## src/rtl/id_issue_if.sv

```systemverilog
// Issue-stage bundle: decoded instruction in, ID/EX register out, plus flush and backend ready.
// The master side is the surrounding pipeline; the slave side is id_issue_stage.
interface id_issue_if #(
  parameter int XLEN      = 32,
  parameter int RF_AW     = 5,
  parameter int CTRL_W    = 64,
  parameter int FWD_DEPTH = 2
);
  logic                 flush;
  logic                 in_valid;
  logic                 in_ready;
  logic [XLEN-1:0]      in_pc;
  logic [CTRL_W-1:0]    in_ctrl;
  logic                 in_rs1_rd;
  logic [RF_AW-1:0]     in_rs1_addr;
  logic                 in_rs2_rd;
  logic [RF_AW-1:0]     in_rs2_addr;
  logic                 in_rd_wen;
  logic [RF_AW-1:0]     in_rd_addr;
  logic                 in_is_load;
  logic                 out_valid;
  logic                 out_ready;
  logic [XLEN-1:0]      out_pc;
  logic [CTRL_W-1:0]    out_ctrl;
  logic                 out_rd_wen;
  logic [RF_AW-1:0]     out_rd_addr;
  logic                 out_is_load;
  logic [FWD_DEPTH-1:0] out_rs1_fwd;
  logic [FWD_DEPTH-1:0] out_rs2_fwd;
  logic                 load_stall;

  modport master (
    output flush, in_valid, in_pc, in_ctrl, in_rs1_rd, in_rs1_addr, in_rs2_rd, in_rs2_addr,
           in_rd_wen, in_rd_addr, in_is_load, out_ready,
    input  in_ready, out_valid, out_pc, out_ctrl, out_rd_wen, out_rd_addr, out_is_load,
           out_rs1_fwd, out_rs2_fwd, load_stall
  );

  modport slave (
    input  flush, in_valid, in_pc, in_ctrl, in_rs1_rd, in_rs1_addr, in_rs2_rd, in_rs2_addr,
           in_rd_wen, in_rd_addr, in_is_load, out_ready,
    output in_ready, out_valid, out_pc, out_ctrl, out_rd_wen, out_rd_addr, out_is_load,
           out_rs1_fwd, out_rs2_fwd, load_stall
  );
endinterface

```

## src/rtl/id_issue_stage.sv

```systemverilog
// ID issue stage: ID/EX register, in-flight writer scoreboard, forward-select and load-use stall.
// Optional macro ID_STALL_CNT_EN adds a saturating load-stall counter output stall_cnt.
module id_issue_stage #(
  parameter int XLEN      = 32,
  parameter int RF_AW     = 5,
  parameter int CTRL_W    = 64,
  parameter int FWD_DEPTH = 2,
  parameter int LOAD_LAT  = 1
) (
  input  logic      clk,
  input  logic      rst,
  id_issue_if.slave bus
`ifdef ID_STALL_CNT_EN
  ,
  output logic [31:0] stall_cnt
`endif
);
  localparam int SB_N = FWD_DEPTH - 1;

  function automatic logic [FWD_DEPTH-1:0] youngest(input logic [FWD_DEPTH-1:0] m);
    youngest = '0;
    for (int i = FWD_DEPTH - 1; i >= 0; i--) begin
      if (m[i]) begin
        youngest    = '0;
        youngest[i] = 1'b1;
      end
    end
  endfunction

`ifdef ID_STALL_CNT_EN
  function automatic logic [31:0] sat_inc(input logic [31:0] v);
    sat_inc = (v == 32'hFFFF_FFFF) ? v : v + 32'd1;
  endfunction
`endif

  logic                 out_valid_q, out_valid_d;
  logic                 out_rd_wen_q, out_rd_wen_d;
  logic                 out_is_load_q, out_is_load_d;
  logic [FWD_DEPTH-1:0] out_rs1_fwd_q, out_rs1_fwd_d;
  logic [FWD_DEPTH-1:0] out_rs2_fwd_q, out_rs2_fwd_d;
  logic [XLEN-1:0]      out_pc_q;
  logic [CTRL_W-1:0]    out_ctrl_q;
  logic [RF_AW-1:0]     out_rd_addr_q;
  logic [SB_N:1]        sb_wen_q, sb_wen_d;
  logic [SB_N:1]        sb_ld_q, sb_ld_d;
  logic [RF_AW-1:0]     sb_addr_q [1:SB_N];

  logic [FWD_DEPTH-1:0] src_wen, src_ld, ld_mask;
  logic [RF_AW-1:0]     src_addr [FWD_DEPTH];
  logic [FWD_DEPTH-1:0] m1, m2, fwd1, fwd2;
  logic                 stall, ready, accept;

  // Source 0 is the ID/EX register (gated by its valid); source k is scoreboard entry k.
  always_comb begin
    src_wen[0]  = out_valid_q & out_rd_wen_q;
    src_ld[0]   = out_is_load_q;
    src_addr[0] = out_rd_addr_q;
    for (int k = 1; k < FWD_DEPTH; k++) begin
      src_wen[k]  = sb_wen_q[k];
      src_ld[k]   = sb_ld_q[k];
      src_addr[k] = sb_addr_q[k];
    end
  end

  always_comb begin
    m1      = '0;
    m2      = '0;
    ld_mask = '0;
    for (int i = 0; i < FWD_DEPTH; i++) begin
      m1[i] = src_wen[i] && (src_addr[i] == bus.in_rs1_addr) && bus.in_rs1_rd
              && (bus.in_rs1_addr != '0);
      m2[i] = src_wen[i] && (src_addr[i] == bus.in_rs2_addr) && bus.in_rs2_rd
              && (bus.in_rs2_addr != '0);
      ld_mask[i] = src_ld[i] && (i < LOAD_LAT);
    end
    fwd1   = youngest(m1);
    fwd2   = youngest(m2);
    stall  = bus.in_valid && (|((fwd1 | fwd2) & ld_mask));
    ready  = bus.flush || (bus.out_ready && !stall);
    accept = bus.in_valid && ready && !bus.flush;
  end

  // Next state: flush kills the output slot even while the backend is stalled.
  always_comb begin
    out_valid_d   = out_valid_q;
    out_rd_wen_d  = out_rd_wen_q;
    out_is_load_d = out_is_load_q;
    out_rs1_fwd_d = out_rs1_fwd_q;
    out_rs2_fwd_d = out_rs2_fwd_q;
    sb_wen_d      = sb_wen_q;
    sb_ld_d       = sb_ld_q;
    if (bus.flush) begin
      out_valid_d = 1'b0;
    end else if (bus.out_ready) begin
      out_valid_d   = accept;
      out_rd_wen_d  = accept && bus.in_rd_wen;
      out_is_load_d = accept && bus.in_is_load;
      out_rs1_fwd_d = accept ? fwd1 : '0;
      out_rs2_fwd_d = accept ? fwd2 : '0;
    end
    if (bus.out_ready) begin
      sb_wen_d[1] = out_valid_q && out_rd_wen_q && !bus.flush;
      sb_ld_d[1]  = out_is_load_q;
      for (int k = 2; k <= SB_N; k++) begin
        sb_wen_d[k] = sb_wen_q[k-1];
        sb_ld_d[k]  = sb_ld_q[k-1];
      end
    end
  end

  always_ff @(posedge clk) begin
    if (rst) begin
      out_valid_q   <= 1'b0;
      out_rd_wen_q  <= 1'b0;
      out_is_load_q <= 1'b0;
      out_rs1_fwd_q <= '0;
      out_rs2_fwd_q <= '0;
      sb_wen_q      <= '0;
      sb_ld_q       <= '0;
    end else begin
      out_valid_q   <= out_valid_d;
      out_rd_wen_q  <= out_rd_wen_d;
      out_is_load_q <= out_is_load_d;
      out_rs1_fwd_q <= out_rs1_fwd_d;
      out_rs2_fwd_q <= out_rs2_fwd_d;
      sb_wen_q      <= sb_wen_d;
      sb_ld_q       <= sb_ld_d;
    end
  end

  // Datapath fields carry no reset; they are qualified by the valid/wen bits above.
  always_ff @(posedge clk) begin
    if (bus.out_ready) begin
      sb_addr_q[1] <= out_rd_addr_q;
      for (int k = 2; k <= SB_N; k++) sb_addr_q[k] <= sb_addr_q[k-1];
    end
    if (bus.out_ready && !bus.flush) begin
      out_pc_q      <= bus.in_pc;
      out_ctrl_q    <= bus.in_ctrl;
      out_rd_addr_q <= bus.in_rd_addr;
    end
  end

`ifdef ID_STALL_CNT_EN
  logic [31:0] stall_cnt_q, stall_cnt_d;

  always_comb begin
    stall_cnt_d = stall_cnt_q;
    if (stall && bus.out_ready && !bus.flush) stall_cnt_d = sat_inc(stall_cnt_q);
  end

  always_ff @(posedge clk) begin
    if (rst) stall_cnt_q <= '0;
    else     stall_cnt_q <= stall_cnt_d;
  end

  assign stall_cnt = stall_cnt_q;
`endif

  assign bus.in_ready    = ready;
  assign bus.load_stall  = stall;
  assign bus.out_valid   = out_valid_q;
  assign bus.out_pc      = out_pc_q;
  assign bus.out_ctrl    = out_ctrl_q;
  assign bus.out_rd_wen  = out_rd_wen_q;
  assign bus.out_rd_addr = out_rd_addr_q;
  assign bus.out_is_load = out_is_load_q;
  assign bus.out_rs1_fwd = out_rs1_fwd_q;
  assign bus.out_rs2_fwd = out_rs2_fwd_q;
endmodule

```

## src/flat_wrapper.sv

```systemverilog
// flat-port wrapper written by rule: the top's interface ports become plain ports
module id_issue_stage_flat 
#(
  parameter int XLEN      = 32,
  parameter int RF_AW     = 5,
  parameter int CTRL_W    = 64,
  parameter int FWD_DEPTH = 2,
  parameter int LOAD_LAT  = 1
)
  (clk, rst, bus_flush, bus_in_valid, bus_in_pc, bus_in_ctrl, bus_in_rs1_rd, bus_in_rs1_addr, bus_in_rs2_rd, bus_in_rs2_addr, bus_in_rd_wen, bus_in_rd_addr, bus_in_is_load, bus_out_ready, bus_in_ready, bus_out_valid, bus_out_pc, bus_out_ctrl, bus_out_rd_wen, bus_out_rd_addr, bus_out_is_load, bus_out_rs1_fwd, bus_out_rs2_fwd, bus_load_stall);
  id_issue_if #(.XLEN(XLEN), .RF_AW(RF_AW), .CTRL_W(CTRL_W), .FWD_DEPTH(FWD_DEPTH)) bus_i ();
  input  logic clk;
  input  logic rst;
  input wire logic [$bits(bus_i.flush)-1:0] bus_flush;
  input wire logic [$bits(bus_i.in_valid)-1:0] bus_in_valid;
  input wire logic [$bits(bus_i.in_pc)-1:0] bus_in_pc;
  input wire logic [$bits(bus_i.in_ctrl)-1:0] bus_in_ctrl;
  input wire logic [$bits(bus_i.in_rs1_rd)-1:0] bus_in_rs1_rd;
  input wire logic [$bits(bus_i.in_rs1_addr)-1:0] bus_in_rs1_addr;
  input wire logic [$bits(bus_i.in_rs2_rd)-1:0] bus_in_rs2_rd;
  input wire logic [$bits(bus_i.in_rs2_addr)-1:0] bus_in_rs2_addr;
  input wire logic [$bits(bus_i.in_rd_wen)-1:0] bus_in_rd_wen;
  input wire logic [$bits(bus_i.in_rd_addr)-1:0] bus_in_rd_addr;
  input wire logic [$bits(bus_i.in_is_load)-1:0] bus_in_is_load;
  input wire logic [$bits(bus_i.out_ready)-1:0] bus_out_ready;
  output wire logic [$bits(bus_i.in_ready)-1:0] bus_in_ready;
  output wire logic [$bits(bus_i.out_valid)-1:0] bus_out_valid;
  output wire logic [$bits(bus_i.out_pc)-1:0] bus_out_pc;
  output wire logic [$bits(bus_i.out_ctrl)-1:0] bus_out_ctrl;
  output wire logic [$bits(bus_i.out_rd_wen)-1:0] bus_out_rd_wen;
  output wire logic [$bits(bus_i.out_rd_addr)-1:0] bus_out_rd_addr;
  output wire logic [$bits(bus_i.out_is_load)-1:0] bus_out_is_load;
  output wire logic [$bits(bus_i.out_rs1_fwd)-1:0] bus_out_rs1_fwd;
  output wire logic [$bits(bus_i.out_rs2_fwd)-1:0] bus_out_rs2_fwd;
  output wire logic [$bits(bus_i.load_stall)-1:0] bus_load_stall;
  assign bus_i.flush = bus_flush;
  assign bus_i.in_valid = bus_in_valid;
  assign bus_i.in_pc = bus_in_pc;
  assign bus_i.in_ctrl = bus_in_ctrl;
  assign bus_i.in_rs1_rd = bus_in_rs1_rd;
  assign bus_i.in_rs1_addr = bus_in_rs1_addr;
  assign bus_i.in_rs2_rd = bus_in_rs2_rd;
  assign bus_i.in_rs2_addr = bus_in_rs2_addr;
  assign bus_i.in_rd_wen = bus_in_rd_wen;
  assign bus_i.in_rd_addr = bus_in_rd_addr;
  assign bus_i.in_is_load = bus_in_is_load;
  assign bus_i.out_ready = bus_out_ready;
  assign bus_in_ready = bus_i.in_ready;
  assign bus_out_valid = bus_i.out_valid;
  assign bus_out_pc = bus_i.out_pc;
  assign bus_out_ctrl = bus_i.out_ctrl;
  assign bus_out_rd_wen = bus_i.out_rd_wen;
  assign bus_out_rd_addr = bus_i.out_rd_addr;
  assign bus_out_is_load = bus_i.out_is_load;
  assign bus_out_rs1_fwd = bus_i.out_rs1_fwd;
  assign bus_out_rs2_fwd = bus_i.out_rs2_fwd;
  assign bus_load_stall = bus_i.load_stall;
  id_issue_stage #(.XLEN(XLEN), .RF_AW(RF_AW), .CTRL_W(CTRL_W), .FWD_DEPTH(FWD_DEPTH), .LOAD_LAT(LOAD_LAT)) u_core (.clk(clk), .rst(rst), .bus(bus_i));
endmodule
```

## config.mk

```make
export PLATFORM = sky130hd
export DESIGN_NAME = id_issue_stage_flat
export DESIGN_NICKNAME = d
export VERILOG_FILES = /design/src/rtl/id_issue_if.sv /design/src/rtl/id_issue_stage.sv /design/src/flat_wrapper.sv
export SDC_FILE = /design/constraint.sdc
export NUM_CORES = 1
export LEC_CHECK = 0
export BUFFER_PORTS_ARGS = -buffer_cell sky130_fd_sc_hd__clkbuf_2
export CAP_MARGIN = 15
export CORE_MARGIN = 2
export CORE_UTILIZATION = 39
export CTS_CLUSTER_SIZE = 30
export DETAILED_ROUTE_END_ITERATION = 8
export GPL_TIMING_DRIVEN = 0
export HOLD_SLACK_MARGIN = 0.15
export PLACE_DENSITY = 0.79
export SETUP_SLACK_MARGIN = 0.5
export SLEW_MARGIN = 30
export SYNTH_ARGS = -nofsm -noshare
export SYNTH_HDL_FRONTEND = slang
export SYNTH_SLANG_ARGS = --single-unit
```

## constraint.sdc

```tcl
create_clock -name clk -period 2.9 [get_ports clk]
set_input_delay 0.145 -clock clk [delete_from_list [all_inputs] [get_ports clk]]
set_output_delay 0.145 -clock clk [all_outputs]
set_load 0.05 [all_outputs]
```

Word level (Yosys, flattened, before mapping)
Memory sizes are Yosys's and may differ from the RTL's.
Index checks and enable logic that the tools add are counted.
- equality and inequality tests: 4
- bitwise logic cells: 4
- mux-type cells: 8
- reduce and logical (&&, ||, !) cells: 29
- operators with widths (kind ; number):
    1-bit logical AND ; 21
    5-bit equality test ; 4
    2-bit 2-to-1 mux ; 6
    5-bit nonzero test ; 2
    2-bit OR reduction ; 2
    2-bit by 1-bit AND with 2-bit output ; 1
    1-bit logical NOT ; 2
    1-bit 2-to-1 mux ; 2
    2-bit bitwise OR ; 1
    2-bit AND reduction ; 1
    1-bit AND ; 1
    1-bit logical OR ; 1
    1-bit inverter ; 1
- flip-flop bits (word level): 109
- input port bits: 120
- memories: 1
- RAM bits: 5
- memories (name ; words ; bits a word ; rd ports ; clocked after memory_dff ; wr ports ; RTL line ; text):
    u_core.sb_addr_q ; 1 ; 5 ; 1 ; 0 ; 1 ; id_issue_stage.sv:46 ; logic [RF_AW-1:0] sb_addr_q [1:SB_N];

Logic depth before layout (Yosys ltp)
An unclocked memory read counts as a cell.
- depth after elaboration: 17
- depth in mapped cells: 6

Least setup slack after synthesis
No wires, ideal clock.
- kind: input to register
- start point: input bus_flush
- end point: register u_core.out_is_load_q, in the netlist u_core.bus.out_is_load
- setup time: 57 ps
- arrival: 3009 ps
- data required time: 2843 ps
- cell stages on the path: 6
- path buffers: 0
- path slack: -166 ps
- cells stage by stage: nand2b_1 > inv_1 > and3_1 > a22oi_1 > nor2_1 > a31o_2
- word-level cells in the longest chain between the ends: 4
- elaborated cells on any way between the ends: 7
- ends and longest elaborated chain (item ; RTL line ; text):
    start, declared ; flat_wrapper.sv:14 ; input wire logic [$bits(bus_i.flush)-1:0] bus_flush;
    1-bit logical OR ; id_issue_stage.sv:79 ; ready = bus.flush || (bus.out_ready && !stall);
    1-bit logical AND (2 in a row) ; id_issue_stage.sv:80 ; accept = bus.in_valid && ready && !bus.flush;
    1-bit logical AND ; id_issue_stage.sv:97 ; out_is_load_d = accept && bus.in_is_load;
    end signal, assigned ; id_issue_stage.sv:123 ; out_is_load_q <= out_is_load_d;
    end, declared ; id_issue_stage.sv:38 ; logic out_is_load_q, out_is_load_d;
Several ways; a longest one is shown, not always the timed one.
A chain may end at the register's enable or synchronous reset.

Worst setup path in the final report
- start point: register u_core.out_rd_addr_q[4], in the netlist u_core.bus.out_rd_addr[4]
- end point: output bus_in_ready
- word-level cells in the longest chain between the ends: 12
- elaborated cells on any way between the ends: 17
- ends and longest elaborated chain (item ; RTL line ; text):
    start, declared ; id_issue_stage.sv:43 ; logic [RF_AW-1:0] out_rd_addr_q;
    start signal, assigned ; id_issue_stage.sv:140 ; out_rd_addr_q <= bus.in_rd_addr;
    5-bit equality test, on equally long branches ; id_issue_stage.sv:70, id_issue_stage.sv:72 ;
    1-bit logical AND, on equally long branches (2 in a row) ; id_issue_stage.sv:70, id_issue_stage.sv:72 ;
    1-bit logical AND, on equally long branches ; id_issue_stage.sv:71, id_issue_stage.sv:73 ;
    2-bit 2-to-1 mux ; id_issue_stage.sv:23 ; if (m[i]) begin
    2-bit bitwise OR (*) ; id_issue_stage.sv:78 ; stall = bus.in_valid && (|((fwd1 | fwd2) & ld_mask));
    2-bit by 1-bit AND with 2-bit output (*) ; id_issue_stage.sv:78 ;
    2-bit OR reduction (*) ; id_issue_stage.sv:78 ;
    1-bit logical AND (*) ; id_issue_stage.sv:78 ;
    1-bit logical NOT (*) ; id_issue_stage.sv:79 ;
    1-bit logical AND (*) ; id_issue_stage.sv:79 ;
    1-bit logical OR (*) ; id_issue_stage.sv:79 ;
    end, declared ; flat_wrapper.sv:26 ; output wire logic [$bits(bus_i.in_ready)-1:0] bus_in_ready;
Every way passes the cells marked *; elsewhere a longest branch is shown, timed or not.

==> metrics.cfg <==
[outcome]
outcome=finished, final reports clean

[grt]
grt_pass1_wl_mm=17.1
grtUsageTotal_pct=22.5
grt_pass1_vias=3399
grt_max_degree=35
antenna_found_initial=0
grt_overflow_total=0

[layout]
mostFrequentLayoutCell=clkbuf_2
layout-drive-gt1-share_pct=48.6
nFillCells=640
multiInputGateArea_um2=500
final_cell_count_no_fill=701
nets=675
num_antenna_cells=0
utilization_pct=72.0
layout_common_cells=clkbuf_2 (227), dlygate4sd3_1 (114), edfxtp_1 (106)
area_growth_pct=81.0
regArea_mm2=0.00334

[power]
power.total_w=0.00457
peakVddDrop_uv=456
powerDensity_mw_per_mm2=658
leakage_nw=2.93

[critical_path]
r2r_slack_ns=0.57
critPathRequiredTime_ns=2.76
cpLargestDelayFamily=flip-flops
slowest_delay_ns=0.48
cp_max_fo=4
worst-path-buf-inv=1
path_class=reg2out
arrival_ns=2.20
slowest_stage=edfxtp_1
cp-start-kind=flop
worstReg2RegEnd=u_core.bus.out_is_load$_SDFFE_PP0P_
timing.rr.start=u_core.bus.out_rd_addr[4]$_DFFE_PP_
worstPathCellList=xnor2_1 -> nand3_1 -> nor3_4 -> o2111a_2 -> o21bai_2 -> buf_2
cp-end-kind=output pin
rr_worst_depth=7

[synthesis]
ys_ff_latch=114
synth-seq-area-share_pct=87.2
synth_xor_area_share_pct=4.57
yosys.area_share.simple_pct=4.01
async_flop_share_pct=0
synth_top_family_by_area=XOR/XNOR gates
synth_fp_nets=306
synthMuxAreaShare_pct=0
ys.warnings.count=0
yosysTopAreaCell=edfxtp_1
synth.top_cell.area_share_pct=83.0
synth_edf_count=106
syn_inst=186
ys.flop_type=edfxtp_1
synth_cell_types=25
yosys.area_share.adder_pct=0
synth_area_leaders=edfxtp_1 (83%), xnor2_1 (4.6%), dfxtp_1 (4.2%), a22oi_1 (0.98%), nor2_1 (0.69%)
syn_area_per_cell_um2=20.6
synth_area_mm2=0.00383
synth_compound_area_share_pct=3.82

[routing]
wl_mm=11.9
num_vias=3167
wl_met1_mm=4.29
route.met2.wl_mm=6.54
vias_per_cell=4.52
drt-pass1-iter-count=4
post-route-drc-count=0
first_iter_violations=134
wl_met3_um=734
ant_nets=0
top_layer=met4
wire_per_inst_um=17.0

[timing]
hold_slack_ns=0.185
finClkSkew_ns=0.00744
finalHoldViolCount=0
final-setup-viol-count=0
slew_headroom_pct=79.4
slew_violations=0
tightest_slew_ns=0.310
period_share_pct=80.8
timing.fmax_mhz=427
rsz0062_at_grt=yes
fin_crit_ns=2.34

[hold_path]
hp-start=bus_in_rs2_addr[3]
hp-class=in2reg
holdPathStages=5
hold_end=u_core.bus.out_rs2_fwd[1]$_SDFFE_PP0P_

[cts]
htreeDepth=4
root_buffer=clkbuf_8
cts.sinks=114
cts_buffers=17
cts_tree=built
clk_latency_ns=0.50
cts_buffer_depth=2
clk_pin_slew_ns=0.06

[floorplan]
die_w_um=103
io_pins=230
coreArea_mm2=0.00964
rows=36
dieArea_mm2=0.0106
die-height_um=103
initial_core_util_pct=39.8

[place]
gp_congestion=0.819
port-buffer-count=229
dpl.hpwl_mm=6.96
place_inst=551

[flow_run]
max_cap_viol_count=0

## routing by layer
| metal | up-vias | GRT usage, % |
|---|---|---|
| li1 | 1469 | - |
| met1 | 1520 | 23.3 |
| met2 | 146 | 40.4 |
| met3 | 32 | 7.66 |
| met4 | 0 | 11.3 |
| met5 | - | 0 |
## sequential cells by signal (all words and copies together), names as in the netlist
signal / count
u_core.bus.out_rs2_fwd: 2
u_core.bus.out_rs1_fwd: 2
u_core.sb_addr_q: 5
u_core.bus.out_valid: 1
u_core.bus.out_is_load: 1
u_core.bus.out_rd_wen: 1
u_core.bus.out_pc: 32
u_core.sb_wen_q: 1
u_core.bus.out_ctrl: 64
u_core.bus.out_rd_addr: 5
## worst register-to-register path, cell delays in order, from the launching register on
cell           delay [ns]
edfxtp_1             0.48
xnor2_1              0.23
nand3_1              0.19
nor3_4               0.28
buf_4                0.16
o21ai_1              0.07
a31o_2               0.25
dlygate4sd3_1        0.55
## kinds of logic after synthesis
family / count (synthesis)
xor gates and xnor gates: 20
and+or+nand+nor: 30
DFF: 114
buffers and inverters: 4
AOI/OAI and AO/OA: 18
## repair_timing
item / CTS / global route
pin swaps: 0 / 2
hold buffers: 114 / 0
setup buffers: 0 / 4
endpoints found under the hold margin: 114 / 0
resized for setup: 1 / 4
endpoints found under the setup margin: 2 / 2
## area by class of cell
class	count	share of cell area (%)
Clock inverter	14	1.68
Multi-Input combinational cell	68	7.21
Tap cell	133	2.40
Buffer	1	0.0541
Inverter	3	0.216
Clock buffer	18	6.02
Timing Repair Buffer	350	34.3
Sequential cell	114	48.2
## stage by stage
step,area [um2],TNS [ns],worst slack (ns)
after floorplan,3840,0,0.289
after global placement,5160,-0.862,-0.433
after detailed placement,5220,0,0.924
after CTS,6900,0,0.517
after global routing,6940,0,0.466
final,6940,0,0.557
## report_power, final
part / internal, W / switching, W
clock: 0.00113 / 0.000725
sequential: 0.00192 / 0.0000427
combinational: 0.000253 / 0.000505
total: 0.00330 / 0.00127
## Yosys cell counts, types with 2 or more instances
cell        n
nand2_1     6
nor2_1      7
xnor2_1    20
o21ai_0     2
inv_1       3
o21ai_2     2
nand3_1     4
a22oi_1     5
or4_1       2
nor3_1      2
and3_1      2
nor4_1      4
a31o_2      2
dfxtp_1     8
a22o_1      2
edfxtp_1  106
## worst max-delay path by stage
stage	from	to	slack (ns)	depth (start not counted)
floorplan	bus_flush	u_core.bus.out_is_load$_SDFFE_PP0P_	0.29	6
global placement	bus_out_ready	u_core.bus.out_rd_wen$_SDFFE_PP0P_	-0.43	7
detailed placement	bus_in_rs2_addr[1]	bus_in_ready	0.92	7
CTS	u_core.bus.out_rd_addr[4]$_DFFE_PP_	bus_in_ready	0.52	6
global route	u_core.bus.out_rd_addr[4]$_DFFE_PP_	u_core.bus.out_is_load$_SDFFE_PP0P_	0.47	7
finish	u_core.bus.out_rd_addr[4]$_DFFE_PP_	bus_in_ready	0.56	6
Power figures use the tool's default switching activity.
